$ cat config.mk
export PLATFORM = sky130hd
export DESIGN_NAME = dps_irq_ctrl
export DESIGN_NICKNAME = d
export VERILOG_FILES = /design/src/rtl/dps_irq_ctrl.sv
export SDC_FILE = /design/constraint.sdc
export NUM_CORES = 1
export LEC_CHECK = 0
export CORE_UTILIZATION = 51
export DETAILED_ROUTE_END_ITERATION = 7
export DONT_BUFFER_PORTS = 1
export MAX_ROUTING_LAYER = met4
export PLACE_DENSITY_LB_ADDON = 0.3
export RECOVER_POWER = 100
export SYNTH_ARGS = -nofsm -noshare
export SYNTH_HDL_FRONTEND = slang
export SYNTH_SLANG_ARGS = --single-unit
$ cat constraint.sdc
create_clock -name iCLOCK -period 8 [get_ports iCLOCK]
set_clock_uncertainty 0.05 [all_clocks]
set_input_delay 1.6 -clock iCLOCK [delete_from_list [all_inputs] [get_ports iCLOCK]]
set_output_delay 1.6 -clock iCLOCK [all_outputs]
set_load 0.02 [all_outputs]
$ cat src/rtl/dps_irq_ctrl.sv
// Parametrised interrupt controller: per-channel config table, edge pending latches,
// fixed-priority arbiter and a valid/ack handshake toward the core.
module dps_irq_ctrl #(
    parameter int P_CH_NUM   = 4,
    parameter int P_CH_WIDTH = 2
) (
    input  logic                  iCLOCK,
    input  logic                  inRESET,
    input  logic                  iDPS_IRQ_CONFIG_TABLE_REQ,
    input  logic [P_CH_WIDTH-1:0] iDPS_IRQ_CONFIG_TABLE_ENTRY,
    input  logic                  iDPS_IRQ_CONFIG_TABLE_FLAG_MASK,
    input  logic                  iDPS_IRQ_CONFIG_TABLE_FLAG_VALID,
    input  logic                  iDPS_IRQ_CONFIG_TABLE_FLAG_EDGE,
    input  logic [1:0]            iDPS_IRQ_CONFIG_TABLE_FLAG_LEVEL,
    input  logic [P_CH_NUM-1:0]   iIRQ_REQ,
    output logic [P_CH_NUM-1:0]   oIRQ_SRC_ACK,
    output logic [P_CH_NUM-1:0]   oIRQ_PENDING,
    output logic                  oIRQ_VALID,
    output logic [P_CH_WIDTH-1:0] oIRQ_NUM,
    output logic [1:0]            oIRQ_LEVEL,
    input  logic                  iIRQ_ACK
);

    typedef enum logic {
        L_IDLE     = 1'b0,
        L_ACK_WAIT = 1'b1
    } state_t;

    state_t                     r_state;
    logic [P_CH_NUM-1:0]        r_cfg_valid;
    logic [P_CH_NUM-1:0]        r_cfg_mask;
    logic [P_CH_NUM-1:0]        r_cfg_edge;
    logic [P_CH_NUM-1:0][1:0]   r_cfg_level;
    logic [P_CH_NUM-1:0]        r_req_d;
    logic [P_CH_NUM-1:0]        r_pending;
    logic                       r_valid;
    logic [P_CH_WIDTH-1:0]      r_num;
    logic [1:0]                 r_level;

    logic [P_CH_NUM-1:0]        w_enable;
    logic [P_CH_NUM-1:0]        w_rise;
    logic [P_CH_NUM-1:0]        w_cand;
    logic [P_CH_NUM-1:0]        w_win_onehot;
    logic [P_CH_NUM-1:0]        w_pend_set;
    logic [P_CH_NUM-1:0]        w_pend_clr;
    logic                       w_any;
    logic                       w_dispatch;
    logic [P_CH_WIDTH-1:0]      w_win_idx;
    logic [1:0]                 w_win_level;

    // Unconfigured channels stay open so legacy sources work without setup.
    assign w_enable = ~r_cfg_valid | r_cfg_mask;
    assign w_rise   = iIRQ_REQ & ~r_req_d;
    assign w_cand   = w_enable & ((r_cfg_edge & r_pending) | (~r_cfg_edge & iIRQ_REQ));

    // Strictly-greater update while scanning upward keeps ties on the lowest index.
    always_comb begin
        w_any       = 1'b0;
        w_win_idx   = '0;
        w_win_level = 2'd0;
        for (int i = 0; i < P_CH_NUM; i++) begin
            if (w_cand[i] && (!w_any || (r_cfg_level[i] > w_win_level))) begin
                w_any       = 1'b1;
                w_win_idx   = P_CH_WIDTH'(i);
                w_win_level = r_cfg_level[i];
            end
        end
    end

    assign w_win_onehot = P_CH_NUM'(1) << w_win_idx;
    assign w_dispatch   = inRESET && (r_state == L_IDLE) && w_any;
    assign oIRQ_SRC_ACK = w_dispatch ? w_win_onehot : '0;

    assign w_pend_set   = r_cfg_edge & w_rise;
    assign w_pend_clr   = w_dispatch ? (w_win_onehot & r_cfg_edge) : '0;

    // An entry index with no matching channel simply matches nothing.
    always_ff @(posedge iCLOCK or negedge inRESET) begin
        if (!inRESET) begin
            r_cfg_valid <= '0;
            r_cfg_mask  <= '0;
            r_cfg_edge  <= '0;
            r_cfg_level <= '0;
        end else if (iDPS_IRQ_CONFIG_TABLE_REQ) begin
            for (int i = 0; i < P_CH_NUM; i++) begin
                if (iDPS_IRQ_CONFIG_TABLE_ENTRY == P_CH_WIDTH'(i)) begin
                    r_cfg_valid[i] <= iDPS_IRQ_CONFIG_TABLE_FLAG_VALID;
                    r_cfg_mask[i]  <= iDPS_IRQ_CONFIG_TABLE_FLAG_MASK;
                    r_cfg_edge[i]  <= iDPS_IRQ_CONFIG_TABLE_FLAG_EDGE;
                    r_cfg_level[i] <= iDPS_IRQ_CONFIG_TABLE_FLAG_LEVEL;
                end
            end
        end
    end

    // A new rise on the channel being dispatched re-arms it.
    always_ff @(posedge iCLOCK or negedge inRESET) begin
        if (!inRESET) begin
            r_req_d   <= '0;
            r_pending <= '0;
        end else begin
            r_req_d   <= iIRQ_REQ;
            r_pending <= (r_pending & ~w_pend_clr) | w_pend_set;
        end
    end

    always_ff @(posedge iCLOCK or negedge inRESET) begin
        if (!inRESET) begin
            r_state <= L_IDLE;
            r_valid <= 1'b0;
            r_num   <= '0;
            r_level <= 2'd0;
        end else begin
            case (r_state)
                L_IDLE: begin
                    if (w_any) begin
                        r_state <= L_ACK_WAIT;
                        r_valid <= 1'b1;
                        r_num   <= w_win_idx;
                        r_level <= w_win_level;
                    end
                end
                L_ACK_WAIT: begin
                    if (iIRQ_ACK) begin
                        r_state <= L_IDLE;
                        r_valid <= 1'b0;
                    end
                end
                default: begin
                    r_state <= L_IDLE;
                    r_valid <= 1'b0;
                end
            endcase
        end
    end

    assign oIRQ_PENDING = r_pending;
    assign oIRQ_VALID   = r_valid;
    assign oIRQ_NUM     = r_num;
    assign oIRQ_LEVEL   = r_level;

endmodule
== Yosys cells after proc, flatten, opt, wreduce, memory -nomap -nowiden ==
Cells that the tools add are included.

* Bitwise logic cells: 15
* Multiplexer cells: 19
* Reduce and logical (&&, ||, !) cells: 18
* Shifts and indexed selects: 1
* Equality and inequality tests: 5
* Order comparisons: 3

{| class="wikitable"
|+ Operator list
! kind !! number
|-
| $and A4 B4 Y4 || 7
|-
| $not A4 Y4 || 4
|-
| $mux W2 || 6
|-
| $or A4 B4 Y4 || 3
|-
| $reduce_and A2 Y1 || 6
|-
| $mux W1 || 9
|-
| $mux W4 || 2
|-
| $gt A2 B2 Y1 || 3
|-
| $logic_and A1 B1 Y1 || 5
|-
| $eq A2 B2 Y1 const B || 2
|-
| $ne A2 B2 Y1 const B || 2
|-
| $pmux W1 S2 || 2
|-
| $shl A1 B2 Y4 const A || 1
|-
| $logic_not A1 Y1 || 3
|-
| $logic_or A1 B1 Y1 || 3
|-
| $eq A2 B1 Y1 const B || 1
|-
| $logic_not A2 Y1 || 1
|-
| $not A1 Y1 || 1
|}

* Output and inout port bits: 13
* Input port bits: 15
* Flip-flop bits (word level): 34

== Longest topological paths before layout ==
Gate-level depths: netlist (run 1).

* Depth in word-level cells: 23
* Gate-level depth with buffers: 18
* Depth with buffers taken out: 18

== Least setup slack after synthesis (run 1) ==
OpenSTA, ideal clock, no wires.

* Path kind: input port to output port
* From: input port iIRQ_REQ[0]
* To: output port oIRQ_SRC_ACK[1]
* Data arrival time: 5.373 ns
* Data required time: 6.350 ns
* Slack: 0.977 ns
* Buffers on the path: 0
* Cell stages on the path: 18
* Cells stage by stage: mux2_4 -> nand3_1 -> ha_1 -> nor2b_1 -> o21ai_1 -> a211oi_1 -> or2_2 -> ha_1 -> nor2b_1 -> a2bb2oi_1 -> o21a_1 -> o31ai_1 -> ha_1 -> nor2b_1 -> a2bb2oi_1 -> o21ai_1 -> nand4_1 -> a211oi_1

* Longest elaborated chain between the ends: 18
* Elaborated cells between the ends (all ways): 28
* Those cells by class: order compare: 3; shift: 1; mux: 11; bitwise: 3; reduce/logical: 10

{| class="wikitable"
|+ RTL lines
! element !! line !! text
|-
| start: declaration || 15 || <nowiki>input logic [P_CH_NUM-1:0] iIRQ_REQ,</nowiki>
|-
| $and A4 B4 Y4 (*) || 54 || <nowiki>assign w_cand = w_enable & ((r_cfg_edge & r_pending) | (~r_cfg_edge & iIRQ_REQ));</nowiki>
|-
| $or A4 B4 Y4 (*) || 54 ||
|-
| $and A4 B4 Y4 (*) || 54 ||
|-
| $mux W2 or $mux W1 (tied branches) || 62 || <nowiki>if (w_cand[i] && (!w_any || (r_cfg_level[i] > w_win_level))) begin</nowiki>
|-
| $gt A2 B2 Y1 or $logic_not A1 Y1 (tied branches) || 62 ||
|-
| $logic_or A1 B1 Y1 || 62 ||
|-
| $logic_and A1 B1 Y1 || 62 ||
|-
| $mux W2 or $mux W1 (tied branches) || 62 ||
|-
| [2 not listed] || n/a ||
|-
| $logic_and A1 B1 Y1 || 62 ||
|-
| $mux W2 or $mux W1 (tied branches) || 62 ||
|-
| $gt A2 B2 Y1 or $logic_not A1 Y1 (tied branches) || 62 ||
|-
| $logic_or A1 B1 Y1 || 62 ||
|-
| $logic_and A1 B1 Y1 || 62 ||
|-
| $mux W2 or $mux W1 (tied branches) || 62 ||
|-
| $shl A1 B2 Y4 or $logic_and A1 B1 Y1 (tied branches) || 70, 71 ||
|-
| $mux W4 (*) || 72 || <nowiki>assign oIRQ_SRC_ACK = w_dispatch ? w_win_onehot : '0;</nowiki>
|-
| end: declaration || 16 || <nowiki>output logic [P_CH_NUM-1:0] oIRQ_SRC_ACK,</nowiki>
|}

Every way passes the cells marked *; elsewhere a longest branch is shown, timed or not.

== Worst setup path after layout (run 1) ==
Ends and elaborated chain as after synthesis.

==> flow_summary.json, run 1 <==
{
  "grt_max_degree": 39,
  "grt_usage": 0.215,
  "hold_viol_final": 0,
  "synth_top_cell_area_share": 0.480,
  "grt_overflow": 0,
  "synth-seq-area-share": 0.480,
  "yosys.area.top_type": "dfrtp_1",
  "critPathKind": "primary input to output pin",
  "core_area_um2": 3340,
  "path_max_fanout": 6,
  "drv_slew": 0,
  "netlist_area_um2": 1770,
  "clk_pin_slew_worst_paths_ns": 0.10,
  "start_util": 0.531,
  "stdcell_area_um2": 1880,
  "tightest_slew_ns": 0.805,
  "netlist_instances": 153,
  "wl_per_cell_um": 16.5,
  "setup_viol": 0,
  "synth.distinct_cells": 42,
  "grt_antenna_before_repair": 0,
  "hold_class": "register to register",
  "pwr-share-comb": 0.399,
  "netSwitchingFraction": 0.408,
  "seq_power_share": 0.429,
  "cts_tree": "done",
  "cts_hold_buf": 0,
  "peakVddDrop_uv": 137,
  "ios": 28,
  "core.rowCount": 21,
  "grt_pass1_wl_um": 5460,
  "areaGrowthSynthToFinish_pct": 5.86,
  "io_buffers": 0,
  "power.density_nw_per_um2": 331,
  "total_power_mw": 0.621,
  "maxSlewHeadroom": 0.462,
  "gp_congestion": 0.830,
  "critPathLaunchType": "primary input",
  "die_h_um": 60.9,
  "grt_pass1_vias": 1127,
  "drv_cap": 0,
  "fp.dieW_um": 60.9,
  "synth-seq-cells": 34,
  "tns_ns": 0,
  "viasPerCell": 5.84,
  "h-tree-depth": 2,
  "switching_power_mw": 0.253,
  "vias": 1204,
  "r2r_setup_slack_ns": 3.27,
  "die_area_um2": 3710,
  "max_freq_ghz": 0.134,
  "dr.first_iter.drc_count": 73,
  "cts_buffer_depth": 2,
  "ys.flop_type": "dfrtp_1",
  "p_int_mw": 0.368,
  "cts_resized": 0,
  "end_kind": "output pin",
  "clkPwrFrac": 0.172,
  "synth_common_cells": "34 x dfrtp_1, 20 x mux2_2, 9 x inv_1, 8 x nand2_1, 7 x a21oi_1",
  "p_leak_nw": 0.790,
  "routed_wl_um": 3400,
  "synthTopCellsByArea": "dfrtp_1 48%, mux2_2 13%, ha_1 4.2%",
  "holdWs_ns": 0.452,
  "worstPathArrival_ns": 5.83,
  "rsz0062_at_grt": "false",
  "yosysWarningCount": 0,
  "root_buffer": "clkbuf_4",
  "cts_made_buffers": 5,
  "period_needed_ns": 7.48,
  "syn_area_per_cell_um2": 11.6,
  "yosys.cell_count.top_type": "dfrtp_1",
  "synth-edff-count": 0,
  "clk_latency_ns": 0.35,
  "synth_fp_nets": 174,
  "placed_cell_area_um2": 1810,
  "antenna_left": 0,
  "finalNetCount": 180,
  "run_status": "finished clean",
  "post_cts_buffers": 0,
  "dp_hpwl_um": 2580,
  "cp.required_ns": 6.35,
  "diodes": 0,
  "period_share": 0.935,
  "drc": 0,
  "synth_async_sr_flop_share": 1.00,
  "clkSinkCount": 34,
  "drive_above_1_share": 0.244,
  "dr.pass1.iters": 5
}
==> logic make-up (layout without fill, tap and decap cells) <==
group                      Yosys count  after routing  share of synthesized area
and+or+nand+nor                     39             39                      0.124
adders and majority gates            6              6                     0.0424
buffers and inverters               11             18                     0.0318
DFF                                 34             34                      0.480
muxes                               24             24                      0.158
AOI/OAI and AO/OA                   39             39                      0.164
==> final timing paths <==
| check | start | end | cells past startpoint |
|---|---|---|---|
| max | iIRQ_REQ[0] | oIRQ_SRC_ACK[1] | 19 |
| min | r_state | oIRQ_VALID | 1 |
| max reg2reg | oIRQ_PENDING[0] | oIRQ_PENDING[0] | 18 |
| min reg2reg | r_state | oIRQ_VALID | 1 |
| max in group asynchronous | inRESET | r_req_d[1] | 0 |
| min in group asynchronous | inRESET | oIRQ_PENDING[0] | 0 |
==> power by group through the flow <==
stage                     Sequential [mW]  Combinational, mW  Clock (mW)
after global routing                0.274              0.274       0.118
after detailed placement            0.271              0.249           0
after global placement              0.269              0.243           0
after floorplan                     0.262              0.209           0
after CTS                           0.267              0.250       0.108
final                               0.266              0.248       0.107
==> through the flow <==
step                utilization  setup slack [ns]  std cells
floorplan                     -             0.977        153
global placement          0.544             0.776        198
detailed placement        0.544             0.631        198
CTS                       0.564             0.613        206
global route              0.562             0.225        206
finish                    0.562             0.520        206
==> per-layer routing <==
layer / track usage / part of all wire / up-vias
met1: 0.277 / 0.43 / 577
met4: 0.0974 / 0.021 / 0
met2: 0.325 / 0.49 / 35
met5: - / 0 / -
met3: 0.0448 / 0.055 / 12
li1: - / - / 580
==> flip-flops by register name, summed over array words and instances (netlist names) <==
signal / cells
r_state: 1
oIRQ_VALID: 1
r_cfg_edge: 4
oIRQ_PENDING: 4
r_cfg_valid: 4
r_cfg_mask: 4
oIRQ_LEVEL: 2
r_req_d: 4
oIRQ_NUM: 2
r_cfg_level: 8
==> cells in the final DEF (no fill, tap or decap), drive strengths merged, types with 2 or more instances in the layout <==
cell and instances:
dfrtp 34, mux2 23, inv 10, nor2 9
nand2 8, a21oi 8, o21a 6, ha 6
clkbuf 6, nand2b 3, nand3 3, nor2b 3
o211ai 3, nand4 3, o21ai 3, a31oi 3
and2 3, a211oi 2, a2bb2oi 2, o21bai 2
nand3b 2, o311ai 2
==> layout make-up <==
type                            instances  area, um^2
Multi-Input combinational cell        108         858
Tap cell                               46        57.6
Clock buffer                            6        51.3
Timing Repair Buffer                    1        7.51
Sequential cell                        34         851
Clock inverter                          2        16.3
Fill cell                             305        1460
Inverter                                9        33.8
==> critical path, cell delays in order <==
cell and delay (ns):
mux2_1 0.34, nand3_1 0.14, ha_1 0.25, nor2b_1 0.15, o21ai_1 0.26, a211oi_1 0.15
or2_2 0.34, ha_1 0.19, nor2b_1 0.11, a2bb2oi_1 0.32, o21a_1 0.24, o31ai_1 0.10
ha_1 0.29, nor2b_1 0.13, a2bb2oi_1 0.14, o21ai_1 0.38, nand4_1 0.25, a211oi_1 0.25
buf_4 0.18
Power figures use the tool's default switching activity.
==> run 2, diff against run 1 <==
==> constraint.sdc (replaced) <==
create_clock -name iCLOCK -period 9.3 [get_ports iCLOCK]
set_clock_uncertainty 0.05 [all_clocks]
set_input_delay 1.86 -clock iCLOCK [delete_from_list [all_inputs] [get_ports iCLOCK]]
set_output_delay 1.86 -clock iCLOCK [all_outputs]
set_load 0.02 [all_outputs]
==> flow_summary.json, run 2 (synthesis gave the netlist of run 1 again) <==
{
  "run_status": "finished clean",
  "start_util": 0.531,
  "grt_pass1_vias": 1154,
  "die_h_um": 60.9,
  "layout_common_cells": "34 x dfrtp_1, 18 x mux2_2, 9 x inv_1, 8 x nand2_1, 7 x a21oi_1",
  "drc": 0,
  "period_needed_ns": 8.34,
  "finalNetCount": 179,
  "core.rowCount": 21,
  "ios": 28,
  "period_share": 0.896,
  "largest_reg_flops": 8,
  "dr.pass1.iters": 4,
  "viasPerCell": 5.83,
  "rsz0062_at_grt": "false",
  "grt_antenna_before_repair": 0,
  "drv_slew": 0,
  "grt_overflow": 0,
  "setup_slack_ns": 0.963,
  "gp_congestion": 0.916,
  "placed_cell_area_um2": 1810,
  "routed_wl_um": 3260,
  "hold_viol_final": 0,
  "rr_worst_depth": 18,
  "hold_depth": 1,
  "wl_met3_um": 193,
  "h-tree-depth": 2,
  "cts_buffer_depth": 2,
  "cts_hold_buf": 0,
  "drive_above_1_share": 0.226,
  "root_buffer": "clkbuf_4",
  "clk_latency_ns": 0.35,
  "cts_tree": "done",
  "cp.required_ns": 7.39,
  "dp_cells": 197,
  "critPathKind": "primary input to output pin",
  "holdWs_ns": 0.459,
  "p_leak_nw": 0.806,
  "antenna_left": 0,
  "clkSinkCount": 34,
  "cts_made_buffers": 5,
  "power.density_nw_per_um2": 300,
  "hold_class": "register to register",
  "worstPathArrival_ns": 6.43,
  "diodes": 0,
  "die_area_um2": 3710,
  "dr_wl_met2_um": 1530,
  "post_cts_buffers": 0,
  "end_kind": "output pin",
  "tightest_slew_ns": 0.762,
  "tns_ns": 0,
  "io_buffers": 0,
  "drv_cap": 0,
  "peakVddDrop_uv": 122,
  "dp_slack_ns": 1.28,
  "max_freq_ghz": 0.120,
  "dr.first_iter.drc_count": 39,
  "dp_hpwl_um": 2470,
  "vias": 1195,
  "areaGrowthSynthToFinish_pct": 7.63,
  "grt_pass1_wl_um": 5350,
  "core_area_um2": 3340,
  "path_max_fanout": 6,
  "clk_pin_slew_worst_paths_ns": 0.11,
  "critPathLaunchType": "primary input",
  "mostFrequentLayoutCell": "dfrtp_1",
  "cts_resized": 0,
  "setup_viol": 0,
  "stdcell_area_um2": 1910,
  "grt_usage": 0.210,
  "grt_max_degree": 39,
  "highest_layer": "met4",
  "stdcell_count": 205,
  "wl_per_cell_um": 15.9,
  "fp.dieW_um": 60.9,
  "met1Wirelength_um": 1460,
  "largest_register": "r_cfg_level",
  "maxSlewHeadroom": 0.491
}
[run 2: cell types whose count changed in the layout (fill, tap and decap cells not counted)]
cell        change
bufinv_16       +2
mux2_1          +2
mux2_2          -2
buf_4           -1
clkbuf_8        -1
clkinv_4        +1
clkinvlp_4      -1
inv_6           -1
o21ai_0         +1
o21ai_1         -1
[run 2: layout make-up]
cell class / instances / area [um^2]
Clock buffer: 5 / 37.5
Tap cell: 46 / 57.6
Clock inverter: 3 / 68.8
Multi-Input combinational cell: 108 / 858
Sequential cell: 34 / 851
Inverter: 9 / 33.8
Fill cell: 315 / 1430
[run 2: through the flow]
| stage | util | power [mW] |
|---|---|---|
| floorplan | - | 0.406 |
| global placement | 0.541 | 0.438 |
| detailed placement | 0.541 | 0.442 |
| CTS | 0.573 | 0.581 |
| global route | 0.571 | 0.615 |
| finish | 0.571 | 0.573 |
[run 2: per-layer routing]
metal	vias up	GRT usage
li1	574	-
met1	584	0.257
met2	29	0.308
met3	8	0.0789
met4	0	0.0942
met5	-	-
[run 2: worst max-delay path, cell delays in order]
cell and delay, ns:
mux2_1 0.33, nand3_1 0.13, ha_1 0.24, nor2b_1 0.15, o21ai_1 0.28, a211oi_1 0.16
or2_2 0.33, ha_1 0.19, nor2b_1 0.11, a2bb2oi_1 0.30, o21a_1 0.23, o31ai_1 0.10
ha_1 0.30, nor2b_1 0.13, a2bb2oi_1 0.13, o21ai_0 0.52, nand4_1 0.28, a211oi_1 0.66
[run 2: power breakdown]
group	total, mW	internal, mW	switching, mW	leakage (nW)
clock network	0.138	0.0841	0.0536	0.0554
logic	0.206	0.0941	0.112	0.361
registers	0.229	0.182	0.0466	0.389
[run 2: worst paths after layout]
kind | start | to | slack [ns]
worst max-delay path | iIRQ_REQ[0] | oIRQ_SRC_ACK[1] | 0.96
worst min-delay path | r_cfg_mask[2] | r_cfg_mask[2] | 0.46
worst max register to register | oIRQ_PENDING[0] | oIRQ_LEVEL[0] | 4.44
worst min register to register | r_cfg_mask[2] | r_cfg_mask[2] | 0.46
max in group asynchronous | inRESET | r_cfg_mask[3] | 7.98
min in group asynchronous | inRESET | oIRQ_NUM[1] | 1.14
==> run 3, diff against run 2 <==
--- a/config.mk
+++ b/config.mk
@@ -10,7 +10,6 @@
 export DONT_BUFFER_PORTS = 1
 export MAX_ROUTING_LAYER = met4
 export PLACE_DENSITY_LB_ADDON = 0.3
-export RECOVER_POWER = 100
 export SYNTH_ARGS = -nofsm -noshare
 export SYNTH_HDL_FRONTEND = slang
 export SYNTH_SLANG_ARGS = --single-unit
==> flow_summary.json, run 3 (synthesis gave the netlist of run 1 again) <==
{
  "run_status": "finished clean",
  "h-tree-depth": 2,
  "root_buffer": "clkbuf_4",
  "tns_ns": 0,
  "cts_tree": "done",
  "cp.required_ns": 7.39,
  "nFillCells": 314,
  "critPathMaxStageDelay_ns": 0.67,
  "crit_chain": "mux2_4, nand3_1, ha_1, nor2b_1, o21ai_1, a211oi_1, or2_2, ha_1, nor2b_1, a2bb2oi_1, o21a_1, o31ai_1, ha_1, nor2b_1, a2bb2oi_1, o21ai_1, nand4_1, a211oi_1",
  "hold_viol_final": 0,
  "cp_top_family": "compound AO/OA/AOI/OAI gates",
  "period_needed_ns": 8.09,
  "grt_overflow": 0,
  "gp_congestion": 0.916,
  "power.density_nw_per_um2": 301,
  "pwr-share-comb": 0.364,
  "clkSinkCount": 34,
  "grt_usage": 0.210,
  "hold_class": "register to register",
  "path_max_fanout": 6,
  "routed_wl_um": 3260,
  "die_h_um": 60.9,
  "drive_above_1_share": 0.252,
  "dr.first_iter.drc_count": 54,
  "clk_pin_slew_worst_paths_ns": 0.11,
  "wl_per_cell_um": 15.9,
  "io_buffers": 0,
  "path_buf_inv": 0,
  "worstPathArrival_ns": 6.18,
  "cts_hold_buf": 0,
  "start_util": 0.531,
  "grt_antenna_before_repair": 0,
  "core_area_um2": 3340,
  "regArea_um2": 851,
  "drc": 0,
  "core.rowCount": 21,
  "largest_reg_flops": 8,
  "setup_viol": 0,
  "areaGrowthSynthToFinish_pct": 7.98,
  "p_leak_nw": 0.813,
  "dp_hpwl_um": 2470,
  "p_int_mw": 0.364,
  "drv_cap": 0,
  "largest_register": "r_cfg_level",
  "cp_slowest_cell": "a211oi_1",
  "max_freq_ghz": 0.124,
  "finalNetCount": 179,
  "post_cts_buffers": 0,
  "reg2reg_from": "oIRQ_PENDING[0]",
  "period_share": 0.870,
  "dp_slack_ns": 1.28,
  "clkPwrFrac": 0.238,
  "die_area_um2": 3710,
  "ios": 28,
  "grt_pass1_vias": 1154,
  "dr.pass1.iters": 5,
  "switching_power_mw": 0.213,
  "seq_power_share": 0.398,
  "cts_made_buffers": 5,
  "rsz0062_at_grt": "false",
  "diodes": 0,
  "mostFrequentLayoutCell": "dfrtp_1",
  "cts_buffer_depth": 2,
  "vias": 1194,
  "netSwitchingFraction": 0.369,
  "antenna_left": 0,
  "grt_pass1_wl_um": 5350,
  "multi_input_area_um2": 865,
  "viasPerCell": 5.82,
  "clk_latency_ns": 0.35,
  "startpoint": "iIRQ_REQ[0]",
  "peakVddDrop_uv": 122,
  "maxSlewHeadroom": 0.481,
  "critPathLaunchType": "primary input",
  "drv_slew": 0,
  "setup_slack_ns": 1.21,
  "grt_max_degree": 39,
  "fp.dieW_um": 60.9,
  "layout_common_cells": "34 x dfrtp_1, 20 x mux2_2, 9 x inv_1, 8 x nand2_1, 7 x a21oi_1",
  "hold_start": "r_cfg_mask[2]",
  "end_kind": "output pin",
  "tightest_slew_ns": 0.777,
  "critPathKind": "primary input to output pin",
  "cts_resized": 0
}
[run 3: power by group through the flow]
stage | logic [mW] | clock network [mW] | registers (mW)
3_3_place_gp | 0.207 | 0 | 0.231
5_1_grt | 0.238 | 0.146 | 0.235
3_5_place_dp | 0.209 | 0 | 0.233
2_1_floorplan | 0.180 | 0 | 0.226
4_1_cts | 0.210 | 0.141 | 0.230
6_report | 0.210 | 0.137 | 0.229
[run 3: final cells by class]
cell class                 instances  area share
sequential                        34       0.445
clock buffer                       5      0.0196
inverter                           9      0.0177
multi-input combinational        108       0.452
clock inverter                     3      0.0360
tap                               46      0.0301
[run 3: per-stage QoR]
step	total power, mW	std cells	instance area (um^2)	hold WS (ns)	utilization
4_1_cts	0.581	205	1910	0.464	0.573
3_5_place_dp	0.442	197	1810	0.436	0.541
3_3_place_gp	0.438	197	1810	0.428	0.541
2_1_floorplan	0.406	153	1770	0.412	-
5_1_grt	0.620	205	1910	0.484	0.573
6_report	0.577	205	1910	0.461	0.573
[run 3: worst paths after layout]
kind	to	slack (ns)	cells after the start
min in group asynchronous	oIRQ_NUM[1]	1.14	0
setup reg to reg	oIRQ_PENDING[1]	4.74	18
max in group asynchronous	r_cfg_mask[3]	7.98	0
hold / removal	r_cfg_mask[2]	0.46	1
hold reg to reg	r_cfg_mask[2]	0.46	1
setup / recovery	oIRQ_SRC_ACK[1]	1.21	18
[run 3: layer usage]
layer	global-route usage	share of wire	wire length, um	up-vias
met2	0.308	0.47	1530	27
met5	-	0	0	-
met4	0.0942	0.024	77	0
met3	0.0789	0.055	179	8
li1	-	-	-	575
met1	0.257	0.45	1470	584
